## src/rtl/emif_avmm_mem_chkr.sv

```systemverilog
// AVMM memory checker for one EMIF channel: writes a beat-indexed pattern over a region in bursts,
// reads it back and compares every beat. EMIF_CHKR_ERR_CAPTURE_EN adds first-fail address and mismatch count.
module emif_avmm_mem_chkr #(
    parameter int unsigned           ADDR_WIDTH       = 27,
    parameter int unsigned           DATA_WIDTH       = 512,
    parameter int unsigned           BURSTCOUNT_WIDTH = 7,
    parameter int unsigned           BYTEENABLE_WIDTH = 64,
    parameter logic [ADDR_WIDTH-1:0] BASE_ADDR        = '0,
    parameter int unsigned           BURST_LEN        = 4,
    parameter int unsigned           NUM_BURSTS       = 1024,
    parameter int unsigned           MAX_OUTSTANDING  = 8
) (
    input  logic                        clk,
    input  logic                        rst_n,
    input  logic                        cal_success,
    input  logic                        chkr_clear_n,
    output logic                        clear_busy,
    output logic                        chkr_error,
    output logic                        pass_done,
    output logic [ADDR_WIDTH-1:0]       err_addr,
    output logic [15:0]                 err_count,
    output logic                        avmm_read,
    output logic                        avmm_write,
    output logic [ADDR_WIDTH-1:0]       avmm_address,
    output logic [BURSTCOUNT_WIDTH-1:0] avmm_burstcount,
    output logic [DATA_WIDTH-1:0]       avmm_writedata,
    output logic [BYTEENABLE_WIDTH-1:0] avmm_byteenable,
    input  logic                        avmm_waitrequest,
    input  logic                        avmm_readdatavalid,
    input  logic [DATA_WIDTH-1:0]       avmm_readdata
);
    localparam int unsigned LANES  = DATA_WIDTH / 32;
    localparam int unsigned TOTAL  = NUM_BURSTS * BURST_LEN;
    localparam int unsigned BEAT_W = $clog2(TOTAL + 1);
    localparam int unsigned BB_W   = $clog2(BURST_LEN + 1);
    localparam int unsigned CMD_W  = $clog2(NUM_BURSTS + 1);
    localparam int unsigned OUT_W  = $clog2(MAX_OUTSTANDING + 1);

    typedef enum logic [2:0] {IDLE, WRITE, READ, ABORT, DONE} state_t;

    state_t                      state_q, state_d;
    logic                        avmm_write_q, avmm_write_d, avmm_read_q, avmm_read_d;
    logic [ADDR_WIDTH-1:0]       avmm_address_q, avmm_address_d;
    logic [BURSTCOUNT_WIDTH-1:0] avmm_burstcount_q, avmm_burstcount_d;
    logic [DATA_WIDTH-1:0]       avmm_writedata_q, avmm_writedata_d;
    logic [BEAT_W-1:0]           wbeat_q, wbeat_d, rbeat_q, rbeat_d;
    logic [BB_W-1:0]             wbib_q, wbib_d, rbib_q, rbib_d;
    logic [CMD_W-1:0]            rcmd_q, rcmd_d;
    logic [OUT_W-1:0]            outst_q, outst_d;
    logic                        chkr_error_q, chkr_error_d;
    logic                        clear_busy_q, clear_busy_d, pass_done_q, pass_done_d;
    logic                        wr_acc, rd_acc, rd_last, wr_burst_end, mismatch;

    // Lane k of beat w is {w[15:0], k[7:0], 8'hA5}
    function automatic logic [DATA_WIDTH-1:0] pattern(input logic [31:0] w);
        logic [DATA_WIDTH-1:0] p;
        p = '0;
        for (int k = 0; k < int'(LANES); k++) p[k*32 +: 32] = {w[15:0], 8'(k), 8'hA5};
        return p;
    endfunction

    assign wr_acc       = avmm_write_q && !avmm_waitrequest;
    assign rd_acc       = avmm_read_q && !avmm_waitrequest;
    assign wr_burst_end = wr_acc && (wbib_q == BB_W'(BURST_LEN - 1));
    assign rd_last      = avmm_readdatavalid && (rbib_q == BB_W'(BURST_LEN - 1));
    assign mismatch     = (state_q == READ) && avmm_readdatavalid &&
                          (avmm_readdata != pattern(32'(rbeat_q)));

    always_comb begin
        state_d           = state_q;
        avmm_write_d      = avmm_write_q;
        avmm_read_d       = avmm_read_q;
        avmm_address_d    = avmm_address_q;
        avmm_writedata_d  = avmm_writedata_q;
        wbeat_d           = wbeat_q;
        wbib_d            = wbib_q;
        rcmd_d            = rcmd_q;
        rbeat_d           = rbeat_q;
        rbib_d            = rbib_q;
        outst_d           = outst_q + OUT_W'(rd_acc) - OUT_W'(rd_last);
        chkr_error_d      = (chkr_error_q || mismatch) && chkr_clear_n;

        if (avmm_readdatavalid) begin
            rbeat_d = rbeat_q + BEAT_W'(1);
            rbib_d  = rd_last ? '0 : rbib_q + BB_W'(1);
        end
        if (rd_acc) begin
            avmm_read_d = 1'b0;
            rcmd_d      = rcmd_q + CMD_W'(1);
        end
        // Write address and data advance per accepted beat; address steps once per burst
        if (wr_acc) begin
            wbeat_d          = wbeat_q + BEAT_W'(1);
            avmm_writedata_d = pattern(32'(wbeat_q) + 32'd1);
            wbib_d           = wbib_q + BB_W'(1);
            if (wr_burst_end) begin
                wbib_d         = '0;
                avmm_address_d = avmm_address_q + ADDR_WIDTH'(BURST_LEN);
            end
        end

        case (state_q)
            IDLE: begin
                if (chkr_clear_n && cal_success) begin
                    state_d          = WRITE;
                    avmm_write_d     = 1'b1;
                    avmm_address_d   = BASE_ADDR;
                    avmm_writedata_d = pattern(32'd0);
                    wbeat_d          = '0;
                    wbib_d           = '0;
                    rcmd_d           = '0;
                    rbeat_d          = '0;
                    rbib_d           = '0;
                    outst_d          = '0;
                end
            end
            WRITE: begin
                if (!chkr_clear_n) begin
                    state_d = ABORT;
                    if (wr_burst_end) avmm_write_d = 1'b0;
                end else if (wr_acc && wbeat_q == BEAT_W'(TOTAL - 1)) begin
                    state_d      = READ;
                    avmm_write_d = 1'b0;
                end
            end
            READ: begin
                if (!chkr_clear_n) state_d = ABORT;
                else if (avmm_readdatavalid && rbeat_q == BEAT_W'(TOTAL - 1)) state_d = DONE;
            end
            ABORT: begin
                if (wr_burst_end) avmm_write_d = 1'b0;
                if (!avmm_write_d && !avmm_read_d && outst_d == '0) state_d = IDLE;
            end
            DONE: begin
                if (!chkr_clear_n) state_d = IDLE;
            end
            default: state_d = IDLE;
        endcase

        // A held read stays on the bus until accepted; new reads only while under the outstanding limit
        if (state_d == READ && !avmm_read_d && rcmd_d < CMD_W'(NUM_BURSTS) &&
            outst_d < OUT_W'(MAX_OUTSTANDING)) begin
            avmm_read_d    = 1'b1;
            avmm_address_d = (rcmd_d == '0) ? BASE_ADDR : avmm_address_q + ADDR_WIDTH'(BURST_LEN);
        end

        avmm_burstcount_d = (avmm_write_d || avmm_read_d) ? BURSTCOUNT_WIDTH'(BURST_LEN) : '0;
        clear_busy_d      = (state_d == WRITE) || (state_d == READ) || (state_d == ABORT);
        pass_done_d       = (state_d == DONE);
    end

    always_ff @(posedge clk or negedge rst_n) begin
        if (!rst_n) begin
            state_q           <= IDLE;
            avmm_write_q      <= 1'b0;
            avmm_read_q       <= 1'b0;
            avmm_address_q    <= '0;
            avmm_burstcount_q <= '0;
            avmm_writedata_q  <= '0;
            wbeat_q           <= '0;
            wbib_q            <= '0;
            rcmd_q            <= '0;
            rbeat_q           <= '0;
            rbib_q            <= '0;
            outst_q           <= '0;
            chkr_error_q      <= 1'b0;
            clear_busy_q      <= 1'b0;
            pass_done_q       <= 1'b0;
        end else begin
            state_q           <= state_d;
            avmm_write_q      <= avmm_write_d;
            avmm_read_q       <= avmm_read_d;
            avmm_address_q    <= avmm_address_d;
            avmm_burstcount_q <= avmm_burstcount_d;
            avmm_writedata_q  <= avmm_writedata_d;
            wbeat_q           <= wbeat_d;
            wbib_q            <= wbib_d;
            rcmd_q            <= rcmd_d;
            rbeat_q           <= rbeat_d;
            rbib_q            <= rbib_d;
            outst_q           <= outst_d;
            chkr_error_q      <= chkr_error_d;
            clear_busy_q      <= clear_busy_d;
            pass_done_q       <= pass_done_d;
        end
    end

`ifdef EMIF_CHKR_ERR_CAPTURE_EN
    logic [ADDR_WIDTH-1:0] err_addr_q, err_addr_d;
    logic [15:0]           err_count_q, err_count_d;

    // Beats are contiguous from BASE_ADDR, so the failing word address is BASE_ADDR + beat index
    always_comb begin
        err_addr_d  = err_addr_q;
        err_count_d = err_count_q;
        if (!chkr_clear_n) begin
            err_addr_d  = '0;
            err_count_d = '0;
        end else if (mismatch) begin
            if (!chkr_error_q) err_addr_d = BASE_ADDR + ADDR_WIDTH'(rbeat_q);
            if (err_count_q != 16'hFFFF) err_count_d = err_count_q + 16'd1;
        end
    end

    always_ff @(posedge clk or negedge rst_n) begin
        if (!rst_n) begin
            err_addr_q  <= '0;
            err_count_q <= '0;
        end else begin
            err_addr_q  <= err_addr_d;
            err_count_q <= err_count_d;
        end
    end

    assign err_addr  = err_addr_q;
    assign err_count = err_count_q;
`else
    assign err_addr  = '0;
    assign err_count = '0;
`endif

    assign clear_busy      = clear_busy_q;
    assign chkr_error      = chkr_error_q;
    assign pass_done       = pass_done_q;
    assign avmm_read       = avmm_read_q;
    assign avmm_write      = avmm_write_q;
    assign avmm_address    = avmm_address_q;
    assign avmm_burstcount = avmm_burstcount_q;
    assign avmm_writedata  = avmm_writedata_q;
    assign avmm_byteenable = '1;
endmodule

```

## config.mk

```make
export PLATFORM = sky130hd
export DESIGN_NAME = emif_avmm_mem_chkr
export DESIGN_NICKNAME = d
export VERILOG_FILES = /design/src/rtl/emif_avmm_mem_chkr.sv
export SDC_FILE = /design/constraint.sdc
export NUM_CORES = 1
export LEC_CHECK = 0
export ABC_AREA = 1
export BUFFER_PORTS_ARGS = -buffer_cell sky130_fd_sc_hd__buf_2
export CELL_PAD_IN_SITES_DETAIL_PLACEMENT = 1
export CELL_PAD_IN_SITES_GLOBAL_PLACEMENT = 2
export CORE_AREA = 4 4 456 458
export DETAILED_ROUTE_END_ITERATION = 10
export DIE_AREA = 0 0 460 462
export PLACE_DENSITY = 0.57
export REMOVE_ABC_BUFFERS = 1
export SLEW_MARGIN = 20
export SYNTH_ARGS = -nofsm -noshare
export SYNTH_HDL_FRONTEND = slang
export SYNTH_SLANG_ARGS = --single-unit
```

## constraint.sdc

```tcl
create_clock -name clk -period 8.7 [get_ports clk]
set_input_delay 0.435 -clock clk [delete_from_list [all_inputs] [get_ports clk]]
set_output_delay 0.435 -clock clk [all_outputs]
set_load 0.05 [all_outputs]
```

## Word level (Yosys, flattened, before mapping)

Cells that the tools add are included.

| word-level totals | value |
|---|---|
| input port bits | 518 |
| flip-flop bits (word level) | 597 |
| word-level logic and storage cells | 109 |
| output and inout port bits | 658 |

| operators by class | value |
|---|---|
| $add $sub $neg | 9 |
| muxes and demuxes | 45 |
| reduce and logical (&&, ||, !) cells | 25 |
| equal/unequal tests | 13 |
| magnitude comparators | 2 |

Operator list:

| cell | count |
|---|---|
| $mux W512 | 3 |
| $ne A512 B509 Y1 | 1 |
| $mux W27 | 6 |
| $mux W13 | 6 |
| $mux W3 | 16 |
| $mux W11 | 3 |
| $add A27 B3 Y27 const B | 1 |
| $add A13 B1 Y13 const B | 2 |
| $eq A13 B12 Y1 const B | 2 |
| $eq A3 B2 Y1 const B | 6 |
| $logic_and A1 B1 Y1 | 15 |
| $pmux W3 S5 | 1 |
| $add A13 B1 Y14 const B | 1 |
| $add A11 B1 Y11 const B | 1 |
| $logic_not A11 Y1 | 1 |
| $lt A11 B11 Y1 const B | 1 |
| $mux W4 | 2 |
| $mux W1 | 7 |
| $add A3 B1 Y3 const B | 2 |
| $eq A3 B1 Y1 const B | 2 |
| $eq A3 B3 Y1 const B | 2 |
| $add A4 B1 Y4 | 1 |
| $logic_not A4 Y1 | 1 |
| $logic_or A1 B1 Y1 | 4 |
| 5 further kinds | 7 |

## Depth between registers and ports, before layout

Gate-level depths: netlist of run 1.

| logic depth | value |
|---|---|
| depth after elaboration | 17 |
| depth in mapped cells | 20 |
| mapped depth without buffers | 19 |

## Worst setup path after synthesis of run 1

Ideal clock, no wire load.

| timing | value |
|---|---|
| kind | reg2reg |
| from | register avmm_read_q, in the netlist avmm_read |
| to | register avmm_address_q[15], in the netlist avmm_address[15] |
| period minus slack after synthesis | 3.018 ns |
| slack | 5.682 ns |
| setup time | 0.118 ns |
| cell stages (with the launch flop) | 18 |
| buffers on the path | 1 |
| data required time | 8.582 ns |
| arrival | 2.901 ns |
| cells stage by stage | dfrtp_1 nand2_1 ha_1 inv_1 ha_1 inv_1 fa_1 xor2_1 nand4_1 nor2_1 nand2_1 nand2_1 nand4_2 nor2_8 inv_4 buf_6 nand2_1 nand2_1 |

| between the ends | value |
|---|---|
| word-level cells in the longest chain between the ends | 12 |
| elaborated cells between the ends (all ways) | 24 |
| those cells by class | add/sub (2); order compare (2); eq/ne (1); mux (10); reduce/logical (9) |

Ends and longest elaborated chain:

| element | line | RTL |
|---|---|---|
| from (decl) | 42 | `logic avmm_write_q, avmm_write_d, avmm_read_q, avmm_read_d;` |
| from (signal assigned) | 172 | `avmm_read_q <= avmm_read_d;` |
| $logic_and A1 B1 Y1 | 63 | `assign rd_acc = avmm_read_q && !avmm_waitrequest;` |
| $add A4 B1 Y4 or $mux W1 (tied branches) | 80, 87 |  |
| $sub A4 B1 Y4 or $logic_not A1 Y1 (tied branches) | 80, 132 |  |
| $logic_not A4 Y1 or $logic_and A1 B1 Y1 (tied branches) | 132 | `if (!avmm_write_d && !avmm_read_d && outst_d == '0) state_d = IDLE;` |
| $logic_and A1 B1 Y1 * | 132 |  |
| $mux W3 * | 132 |  |
| $pmux W3 S5 * | 102 | `case (state_q)` |
| net state_d[0] | 41 | `state_t state_q, state_d;` |
| $eq A3 B2 Y1 * | 141 | `if (state_d == READ && !avmm_read_d && rcmd_d < CMD_W'(NUM_BURSTS) &&` |
| $logic_and A1 B1 Y1 * (3 in a row) | 141 |  |
| $mux W27 * | 141 |  |
| net avmm_address_d[15] | 43 | `logic [ADDR_WIDTH-1:0] avmm_address_q, avmm_address_d;` |
| to (signal assigned) | 173 | `avmm_address_q <= avmm_address_d;` |
| to (decl) | 43 |  |

The timed path passes the listed nets; every way through them passes the cells marked *.

## Worst setup path in the final report of run 1

| timing | value |
|---|---|
| from | register rbib_q[0] |
| to | register avmm_address_q[26], in the netlist avmm_address[26] |

| between the ends | value |
|---|---|
| word-level cells in the longest chain between the ends | 12 |
| elaborated cells between the ends (all ways) | 15 |
| those cells by class | add/sub (1); order compare (1); eq/ne (2); mux (5); reduce/logical (6) |

Ends and longest elaborated chain:

| element | line | RTL |
|---|---|---|
| from (decl) | 47 | `logic [BB_W-1:0] wbib_q, wbib_d, rbib_q, rbib_d;` |
| from (signal assigned) | 180 | `rbib_q <= rbib_d;` |
| $eq A3 B2 Y1 | 65 | `assign rd_last = avmm_readdatavalid && (rbib_q == BB_W'(BURST_LEN - 1));` |
| $logic_and A1 B1 Y1 | 65 |  |
| $sub A4 B1 Y4 | 80 | `outst_d = outst_q + OUT_W'(rd_acc) - OUT_W'(rd_last);` |
| $logic_not A4 Y1 | 132 |  |
| $logic_and A1 B1 Y1 | 132 |  |
| $mux W3 | 132 |  |
| $pmux W3 S5 | 102 |  |
| net state_d[0] | 41 |  |
| $eq A3 B2 Y1 | 141 |  |
| $logic_and A1 B1 Y1 (3 in a row) | 141 |  |
| $mux W27 | 141 |  |
| net avmm_address_d[26] | 43 |  |

The timed path passes the listed nets, and every way through them passes these cells.

==> results of run 1 <==
==> timing repair <==
item,in CTS,in global routing
gates resized for setup,0,0
endpoints found under the hold margin,72,0
hold buffers,1,0
==> cells in the mapped netlist, types with 3 or more instances <==
| cell type | n | area, um2 |
|---|---|---|
| nand2_1 | 1112 | 4174 |
| a211oi_1 | 3 | 22.52 |
| o22ai_1 | 9 | 56.30 |
| buf_6 | 4 | 45.04 |
| nand4_2 | 3 | 37.54 |
| clkinv_1 | 6 | 22.52 |
| nand4_1 | 35 | 219.0 |
| xnor2_1 | 34 | 297.8 |
| buf_1 | 13 | 48.80 |
| nor3_1 | 27 | 135.1 |
| buf_4 | 117 | 878.3 |
| nand3b_1 | 20 | 150.1 |
| xor2_1 | 50 | 437.9 |
| nand3_1 | 62 | 310.3 |
| o21ai_0 | 69 | 345.3 |
| ha_1 | 10 | 125.1 |
| o21ai_1 | 6 | 30.03 |
| clkbuf_1 | 126 | 473.0 |
| buf_2 | 30 | 150.1 |
| inv_1 | 305 | 1145 |
| inv_2 | 3 | 11.26 |
| a21oi_1 | 209 | 1046 |
| nor2_2 | 3 | 18.77 |
| dfrtp_1 | 593 | 14840 |
| nor2_1 | 696 | 2613 |
| or2_2 | 12 | 75.07 |
==> power by group <==
| part | internal (mW) | total, mW | switching, mW |
|---|---|---|---|
| Clock | 1.78 | 3.07 | 1.30 |
| Combinational | 0.721 | 3.25 | 2.53 |
| Sequential | 3.02 | 3.22 | 0.200 |
| Total | 5.52 | 9.54 | 4.03 |
==> layer usage <==
metal / GRT usage (%) / share of wire (%) / wire length, um / up-vias
met1: 13.42 / 37 / 52740 / 12521
met2: 22.56 / 49 / 70600 / 879
met5: 0 / 0.14 / 201 / -
met3: 5.788 / 10 / 14820 / 189
li1: - / - / - / 12668
met4: 5.328 / 3.4 / 4831 / 26
==> worst reg2reg max path: stages, from the launching register on <==
cell and delay (ns):
dfrtp_1 0.37, ha_1 0.15, nand2_1 0.07, nor2_1 0.25
ha_1 0.29, inv_1 0.06, ha_1 0.16, inv_1 0.06
fa_1 0.40, xor2_1 0.20, nand4_1 0.12, nor2_1 0.10
nand2_1 0.05, nand2_1 0.10, nand4_2 0.21, nor2_8 0.49
inv_4 0.26, nand2_1 0.15, nand2_1 0.06
==> cell type report <==
cell class | instances | area share (%)
clock buffers | 99 | 5.453
diodes | 19 | 0.1243
well taps | 2688 | 8.794
multi-input cells | 2493 | 28.15
flip-flops and latches | 593 | 38.80
clock inverters | 26 | 0.7295
repair buffers | 1096 | 14.83
inverters | 315 | 3.124
==> sequential cells by signal (all words and copies together), names as in the netlist <==
register,cells
avmm_writedata,512
avmm_address,25
rbeat_q,13
wbeat_q,13
rcmd_q,11
outst_q,4
rbib_q,3
state_q,3
wbib_q,3
avmm_burstcount,1
avmm_read,1
avmm_write,1
chkr_error,1
clear_busy,1
pass_done,1
==> worst paths after layout <==
path	startpoint	endpoint	depth (start not counted)
worst min-delay path	avmm_readdatavalid	rbib_q[0]$_DFF_PN0_	2
worst max-delay path	rbib_q[0]$_DFF_PN0_	avmm_address[26]$_DFF_PN0_	18
worst max register to register	rbib_q[0]$_DFF_PN0_	avmm_address[26]$_DFF_PN0_	18
worst min register to register	avmm_writedata[138]$_DFF_PN0_	avmm_writedata[138]$_DFF_PN0_	2
min in group asynchronous	rst_n	avmm_writedata[267]$_DFF_PN0_	2
max in group asynchronous	rst_n	avmm_writedata[473]$_DFF_PN0_	4
==> through the flow <==
step                std cells  power [mW]  area (um2)  worst slack, ns  utilization, %
global route             7323       10.19       38230            4.667           18.74
CTS                      7309       9.807       38160            4.963           18.71
finish                   7329       9.544       38250            5.043           18.75
detailed placement       7183       6.632       35790            4.839           17.55
floorplan                3401       5.254       26730           0.2710               -
global placement         7183       6.600       35780            4.891           17.54
==> cells by family after synthesis <==
logic type	share of synthesized area (%)
AO/OA/AOI/OAI	5.606
adder cells (fa/ha/maj)	0.5202
AND/OR/NAND/NOR	28.06
flip-flops	53.19
XOR/XNOR	2.637
buffers and inverters	9.965
other	0.02692
==> flow_metrics.env, run 1 <==
export IMPL_worst_endpoint_required_ns=9.25
export IMPL_grt_pass1_vias=27726
export IMPL_slowest_delay_ns=0.48
export IMPL_maxCapViolCount=0
export IMPL_report_final_slew_viol_count=0
export IMPL_path_cells="ha_1 -> nand2_1 -> nor2_1 -> ha_1 -> inv_1 -> ha_1 -> inv_1 -> fa_1 -> xor2_1 -> nand4_1 -> nor2_1 -> nand2_1 -> nand2_1 -> nand4_2 -> nor2_8 -> inv_4 -> nand2_1 -> nand2_1"
export IMPL_syn_area_um2=27900
export IMPL_vias_per_cell=3.586
export IMPL_start_util_pct=13.68
export IMPL_crit_type="register to register"
export IMPL_drc_errors=0
export IMPL_worst_pin_slew_ns=1.128
export IMPL_final_fill_count=24778
export IMPL_ys_seq_area_share_pct=53.19
export IMPL_synth_edf_count=0
export IMPL_crit_arrival_ns=4.21
export IMPL_cellLeakagePower_nw=20.16
export IMPL_drive_gt1_share_pct=26.91
export IMPL_r2r_setup_slack_ns=5.04
export IMPL_area_growth_pct=37.09
export IMPL_grt_use_total_pct=12.90
export IMPL_gp_congestion=0.7573
export IMPL_routedWlPerCell_um=19.54
export IMPL_dpl_hpwl_mm=108.6
export IMPL_fp_dieH_um=462
export IMPL_critPathLaunchType="register"
export IMPL_die_w_um=460
export IMPL_setup_viol=0
export IMPL_syn_avg_cell_area_um2=7.797
export IMPL_drt_initial_drc_count=1064
export IMPL_overflow=0
export IMPL_hold_slack_ns=0.09997
export IMPL_grt_max_degree=177
export IMPL_cts_sinks=593
export IMPL_clock_root_buffer="clkbuf_16"
export IMPL_synth_top_flop_cell="dfrtp_1"
export IMPL_synth_warning_count=0
export IMPL_dr_pass1_iters=4
export IMPL_synth_cell_types=42
export IMPL_period_minus_slack_ns=3.657
export IMPL_relSlewSlack_pct=24.79
export IMPL_core_area_um2=204000
export IMPL_final_nets=5101
export IMPL_outcome="complete, no violations"
export IMPL_antenna_found_initial=48
export IMPL_layout_common_cells="1112 x nand2_1, 1059 x buf_2, 695 x nor2_1"
export IMPL_crit_fanout=27
export IMPL_cp_top_family="simple AND/OR/NAND/NOR gates"
export IMPL_multi_input_comb_area_um2=10770
export IMPL_wl_mm=143.2
export IMPL_pwr_density_cell_nw_per_um2=249.5
export IMPL_finalClockSkew_ns=0.03493
export IMPL_syn_instance_count=3578
export IMPL_cp_slowest_cell="nor2_8"
export IMPL_drtAntennaViolNets=0
export IMPL_cts_tree="done"
export IMPL_final_common_cell="nand2_1"
export IMPL_io_pin_count=1176
export IMPL_rsz0062_at_grt="false"
export IMPL_crit_path_end_kind="register"
export IMPL_finalSetupTns_ns=0
export IMPL_rows=166
export IMPL_seq_area_um2=14840
export IMPL_hold_violations=0
export IMPL_vias=26283
export IMPL_grt_pass1_wl_mm=199.8
export IMPL_ir_drop_v=0.0001353
export IMPL_synthArstFlopShare_pct=100.0
export IMPL_cpMostUsedCell="nand2_1"
export IMPL_clk_path_buf_depth=3
export IMPL_clkLatencyLatePin_ns=0.67
export IMPL_cts_made_buffers=73
export IMPL_synth_ff_latch_count=593
export IMPL_port_buffers=1060
export IMPL_dieArea_um2=212500
export IMPL_path_clk_slew_ns=0.05
export IMPL_hold_class="input port to register"
export IMPL_postCtsSetupRepairBufs=0
export IMPL_critPathBufInv=3
export IMPL_period_share_pct=42.04
export IMPL_max_freq_mhz=273.4
export IMPL_h_tree_depth=3
(Power assumes the default switching activity.)
==> run 2, diff against run 1 <==
Settings changed: CORE_AREA 4 4 456 458 to 4 4 459 461, DIE_AREA 0 0 460 462 to 0 0 463 465, PLACE_DENSITY 0.57 to 0.56.
Clock period 8.7 ns to 3.75 ns, I/O delays scaled along.
==> flow_metrics.env, run 2 (same netlist as run 1, synthesis figures left out) <==
export IMPL_finalClockSkew_ns=0.02524
export IMPL_die_w_um=463
export IMPL_start_util_pct=13.51
export IMPL_gp_congestion=0.9062
export IMPL_critPathLaunchType="register"
export IMPL_hold_violations=0
export IMPL_crit_path_end_kind="register"
export IMPL_clkLatencyLatePin_ns=0.65
export IMPL_cts_tree="done"
export IMPL_multi_input_comb_area_um2=10750
export IMPL_p_total_mw=22.16
export IMPL_grt_use_total_pct=12.76
export IMPL_r2r_start="rbib_q[0]$_DFF_PN0_"
export IMPL_port_buffers=1060
export IMPL_routedWlPerCell_um=19.43
export IMPL_setup_viol=0
export IMPL_dieArea_um2=215300
export IMPL_wl_mm=143.1
export IMPL_finalSetupTns_ns=0
export IMPL_critPathBufInv=3
export IMPL_drtAntennaViolNets=0
export IMPL_hold_class="input port to async pin"
export IMPL_layout_common_cells="1112 x nand2_1, 1059 x buf_2, 696 x nor2_1"
export IMPL_path_cells="ha_1 -> nand2_1 -> nor2_1 -> ha_1 -> inv_1 -> ha_1 -> inv_1 -> fa_1 -> xor2_1 -> nand4_1 -> nor2_1 -> nand2_1 -> nand2_1 -> nand4_2 -> nor2_8 -> buf_4 -> nand3b_1 -> nand2_1"
export IMPL_rsz0062_at_grt="false"
export IMPL_report_final_slew_viol_count=0
export IMPL_cts_sinks=593
export IMPL_worst_endpoint_required_ns=4.33
export IMPL_drc_errors=0
export IMPL_final_fill_count=25051
export IMPL_crit_arrival_ns=3.90
export IMPL_final_util_pct=18.65
export IMPL_final_common_cell="nand2_1"
export IMPL_seq_area_um2=14840
export IMPL_period_minus_slack_ns=3.323
export IMPL_max_freq_mhz=301.0
export IMPL_clock_root_buffer="clkbuf_16"
export IMPL_cp_top_family="simple AND/OR/NAND/NOR gates"
export IMPL_slowest_delay_ns=0.40
export IMPL_rr_worst_depth=18
export IMPL_fp_dieH_um=465
export IMPL_antenna_found_initial=60
export IMPL_cp_startpoint="rbib_q[0]$_DFF_PN0_"
export IMPL_largest_reg_flops=512
export IMPL_core_area_um2=206400
export IMPL_r2r_setup_slack_ns=0.43
export IMPL_dr_pass1_iters=7
export IMPL_rows=167
export IMPL_cellLeakagePower_nw=20.31
export IMPL_worst_pin_slew_ns=1.067
export IMPL_vias=26477
export IMPL_clk_path_buf_depth=3
export IMPL_fin_area_um2=38490
export IMPL_final_nets=5128
export IMPL_io_pin_count=1176
export IMPL_post_dp_cell_area_um2=36030
export IMPL_maxCapViolCount=0
export IMPL_grt_max_degree=164
export IMPL_cp_slowest_cell="fa_1"
export IMPL_dpl_hpwl_mm=112.0
export IMPL_cts_made_buffers=75
export IMPL_path_clk_slew_ns=0.06
export IMPL_area_growth_pct=37.97
export IMPL_ir_drop_v=0.0004041
export IMPL_outcome="complete, no violations"
export IMPL_drt_initial_drc_count=1124
export IMPL_cpMostUsedCell="nand2_1"
export IMPL_grt_pass1_wl_mm=203.0
export IMPL_pwr_density_cell_nw_per_um2=575.8
export IMPL_cp_endpoint="avmm_address[12]$_DFF_PN0_"
export IMPL_crit_type="register to register"
export IMPL_cp_depth=18
export IMPL_regToRegEndpoint="avmm_address[12]$_DFF_PN0_"
export IMPL_period_share_pct=88.60
export IMPL_h_tree_depth=3
export IMPL_postCtsSetupRepairBufs=0
export IMPL_dp_cells=7222
export IMPL_fin_ws_ns=0.4274
export IMPL_hold_slack_ns=0.09935
export IMPL_cts_resized=0
export IMPL_grt_pass1_vias=27790
export IMPL_drive_gt1_share_pct=27.11
export IMPL_vias_per_cell=3.594
export IMPL_relSlewSlack_pct=28.88
export IMPL_post_place_ws_ns=0.3837
export IMPL_overflow=0
export IMPL_crit_fanout=25
export IMPL_stdcell_count=7367
## run 2: changes by cell type in the layout (fill, tap and decap cells not counted), sizes merged
cell	change
dlygate4sd3	+3
inv	-1
bufinv	-1
clkinvlp	-1
diode	-7
buf	+22
clkbuf	+13
clkinv	-6
## run 2: layout make-up
class	count	area share, %
well taps	2704	8.789
diodes	12	0.07801
flip-flops and latches	593	38.55
clock inverters	17	0.4811
clock buffers	112	5.734
multi-input cells	2493	27.91
inverters	315	3.104
repair buffers	1121	15.35
## run 2: worst min-delay path by stage
stage                                    end  cells after the start
2_1_floorplan     avmm_address[10]$_DFF_PN0_                      0
3_3_place_gp   avmm_writedata[138]$_DFF_PN0_                      1
3_5_place_dp   avmm_writedata[194]$_DFF_PN0_                      1
4_1_cts        avmm_writedata[194]$_DFF_PN0_                      2
5_1_grt        avmm_writedata[138]$_DFF_PN0_                      2
6_report       avmm_writedata[194]$_DFF_PN0_                      2
## run 2: where the power goes
| part | internal, mW | switching [mW] | total (mW) |
|---|---|---|---|
| Sequential | 7.01 | 0.445 | 7.46 |
| Combinational | 1.74 | 5.79 | 7.53 |
| Clock | 4.21 | 2.97 | 7.17 |
## run 2: timing repair
item	in CTS	in global routing
setup endpoints to repair	0	0
hold endpoints to repair	70	0
hold buffers	4	0
## run 2: per-layer routing
metal / vias to the layer above / routed length (um) / GRT usage [%] / part of all wire [%]
met2: 904 / 70580 / 22.48 / 49
met5: - / 152 / 0 / 0.11
li1: 12721 / - / - / -
met1: 12608 / 53600 / 13.39 / 37
met4: 22 / 4722 / 4.622 / 3.3
met3: 222 / 14080 / 5.758 / 9.8
==> run 3, diff against run 2 <==
Settings changed: ABC_AREA 1 to default, CORE_AREA 4 4 459 461 to 4 4 453 455, DIE_AREA 0 0 463 465 to 0 0 457 459, PLACE_DENSITY 0.56 to 0.52.
==> flow_metrics.env, run 3 <==
export IMPL_clkLatencyLatePin_ns=0.68
export IMPL_final_nets=3964
export IMPL_cts_sinks=593
export IMPL_vias_per_cell=3.657
export IMPL_post_dp_cell_area_um2=33320
export IMPL_crit_arrival_ns=4.23
export IMPL_max_freq_mhz=274.4
export IMPL_ys_seq_area_share_pct=59.31
export IMPL_crit_fanout=7
export IMPL_clock_root_buffer="clkbuf_16"
export IMPL_dpl_hpwl_mm=103.3
export IMPL_crit_path_end_kind="register"
export IMPL_synth_top_area_share_pct=59.31
export IMPL_grt_use_total_pct=11.94
export IMPL_antenna_found_initial=59
export IMPL_multi_input_comb_area_um2=9155
export IMPL_wl_mm=131.0
export IMPL_regToRegEndpoint="avmm_address[26]$_DFF_PN0_"
export IMPL_final_fill_count=23686
export IMPL_port_buffers=1060
export IMPL_fp_dieH_um=459
export IMPL_worst_endpoint_required_ns=4.34
export IMPL_crit_type="register to register"
export IMPL_hold_slack_ns=0.05960
export IMPL_final_common_cell="buf_2"
export IMPL_drc_errors=0
export IMPL_syn_instance_count=2380
export IMPL_routedWlPerCell_um=21.22
export IMPL_pwr_density_cell_nw_per_um2=561.8
export IMPL_rsz0062_at_grt="true"
export IMPL_rr_worst_depth=17
export IMPL_vias=22574
export IMPL_clk_path_buf_depth=3
export IMPL_relSlewSlack_pct=33.91
export IMPL_synthTopCellsByCount="593 x dfrtp_1, 294 x nand2_1, 264 x a21oi_1"
export IMPL_dieArea_um2=209800
export IMPL_period_share_pct=97.19
export IMPL_synth_most_common_cell="dfrtp_1"
export IMPL_finalSetupTns_ns=0
export IMPL_period_minus_slack_ns=3.644
export IMPL_critPathLaunchType="register"
export IMPL_hold_class="input port to async pin"
export IMPL_maxCapViolCount=0
export IMPL_syn_area_um2=25020
export IMPL_r2r_start="rbib_q[1]$_DFF_PN0_"
export IMPL_io_pin_count=1176
export IMPL_worst_pin_slew_ns=0.9890
export IMPL_cts_tree="done"
export IMPL_cellLeakagePower_nw=18.03
export IMPL_report_final_slew_viol_count=0
export IMPL_grt_max_degree=202
export IMPL_path_clk_slew_ns=0.06
export IMPL_synth_area_leader_cell="dfrtp_1"
export IMPL_final_util_pct=17.92
export IMPL_cts_made_buffers=76
export IMPL_synth_ff_latch_count=593
export IMPL_overflow=0
export IMPL_ir_drop_v=0.0002696
export IMPL_core_area_um2=201300
export IMPL_outcome="complete, no violations"
export IMPL_setup_viol=0
export IMPL_dr_pass1_iters=4
export IMPL_drive_gt1_share_pct=37.39
export IMPL_start_util_pct=12.43
export IMPL_grt_pass1_wl_mm=182.1
export IMPL_drt_initial_drc_count=1171
export IMPL_fin_area_um2=36080
export IMPL_r2r_setup_slack_ns=0.11
export IMPL_largest_reg_flops=512
export IMPL_synth_cell_types=73
export IMPL_synth_top_flop_cell="dfrtp_1"
export IMPL_syn_avg_cell_area_um2=10.51
export IMPL_area_growth_pct=44.18
export IMPL_synth_area_leaders="dfrtp_1 59%, and3_1 6.2%, a21oi_1 5.3%"
export IMPL_drtAntennaViolNets=0
export IMPL_hold_violations=0
export IMPL_gp_congestion=0.8600
export IMPL_layout_common_cells="1059 x buf_2, 593 x dfrtp_1, 293 x nand2_1"
export IMPL_grt_pass1_vias=23352
export IMPL_rows=165
export IMPL_synth_warning_count=0
export IMPL_finalClockSkew_ns=0.03108
export IMPL_seq_area_um2=14840
export IMPL_h_tree_depth=3
export IMPL_die_w_um=457
export IMPL_synth_edf_count=0
export IMPL_synthArstFlopShare_pct=100.0
## run 3: final cells by class
cell class,count,area share [%]
clock inverter,26,0.7595
antenna,11,0.07630
clock buffer,107,6.104
multi-input combinational,1592,25.38
tap,2672,9.267
sequential,593,41.13
inverter,22,0.2289
timing repair buffer,1150,17.05
## run 3: where the power goes
part	internal (mW)	total (mW)	switching [mW]	leakage [nW]
registers	6.93	7.38	0.450	7.68
clock network	4.37	7.32	2.95	1.22
logic	1.54	5.57	4.03	9.13
total	12.8	20.3	7.43	18.0
## run 3: worst max path at each step
stage                                    start  depth (start not counted)  slack, ns                    endpoint
after global placement     rbib_q[0]$_DFF_PN0_                         17      -0.09  avmm_address[14]$_DFF_PN0_
after floorplan           state_q[1]$_DFF_PN0_                          7      -5.61  avmm_address[26]$_DFF_PN0_
after CTS                  rbib_q[0]$_DFF_PN0_                         17      -0.02   avmm_address[2]$_DFF_PN0_
after global routing       rbib_q[1]$_DFF_PN0_                         17      -0.12  avmm_address[26]$_DFF_PN0_
after detailed placement   rbib_q[0]$_DFF_PN0_                         18      -0.13   avmm_address[2]$_DFF_PN0_
final                      rbib_q[1]$_DFF_PN0_                         17       0.11  avmm_address[26]$_DFF_PN0_
## run 3: worst max-delay path: stages, from the launching register on
cell and delay, ns:
dfrtp_1 0.35, ha_2 0.17, nand2_2 0.07, nor2_4 0.13, ha_4 0.21, inv_2 0.06, ha_4 0.12, inv_2 0.04
fa_2 0.36, xor2_2 0.15, o2111a_1 0.20, o211ai_1 0.11, a31o_2 0.26, or4_4 0.51, buf_8 0.17, mux2i_4 0.31
a41oi_2 0.16, a31oi_1 0.17
## run 3: kinds of logic after synthesis
group / after synthesis / share of synthesized area [%]
and+or+nand+nor: 1005 / 22.01
DFF: 593 / 59.31
AOI/OAI and AO/OA: 373 / 8.426
buffers and inverters: 308 / 6.476
xor gates and xnor gates: 81 / 2.835
adders and majority gates: 11 / 0.5801
muxes: 7 / 0.3350
other: 2 / 0.03001
## run 3: timing repair
item / 4_1_cts / 5_1_grt
endpoints found under the hold margin: 187 / 0
gates resized for setup: 12 / 17
pin swaps: 8 / 17
setup endpoints to repair: 24 / 25
hold buffers: 5 / 0
cloned: 1 / 0
setup buffers: 4 / 1
## run 3: per-stage QoR
| stage | total power, mW | std cells | worst slack, ns |
|---|---|---|---|
| after floorplan | 10.62 | 2207 | -5.611 |
| after global placement | 12.95 | 6018 | -0.09145 |
| after detailed placement | 13.00 | 6018 | -0.1302 |
| after CTS | 20.67 | 6161 | -0.02403 |
| after global routing | 21.34 | 6169 | -0.1221 |
| final | 20.27 | 6173 | 0.1055 |
## run 3: layer usage
metal,global-route usage (%),vias to the layer above,share of wire (%)
li1,-,10283,-
met1,12.71,11157,37
met2,22.72,901,53
met3,3.082,225,6.0
met4,3.940,8,3.9
met5,0,-,0.050
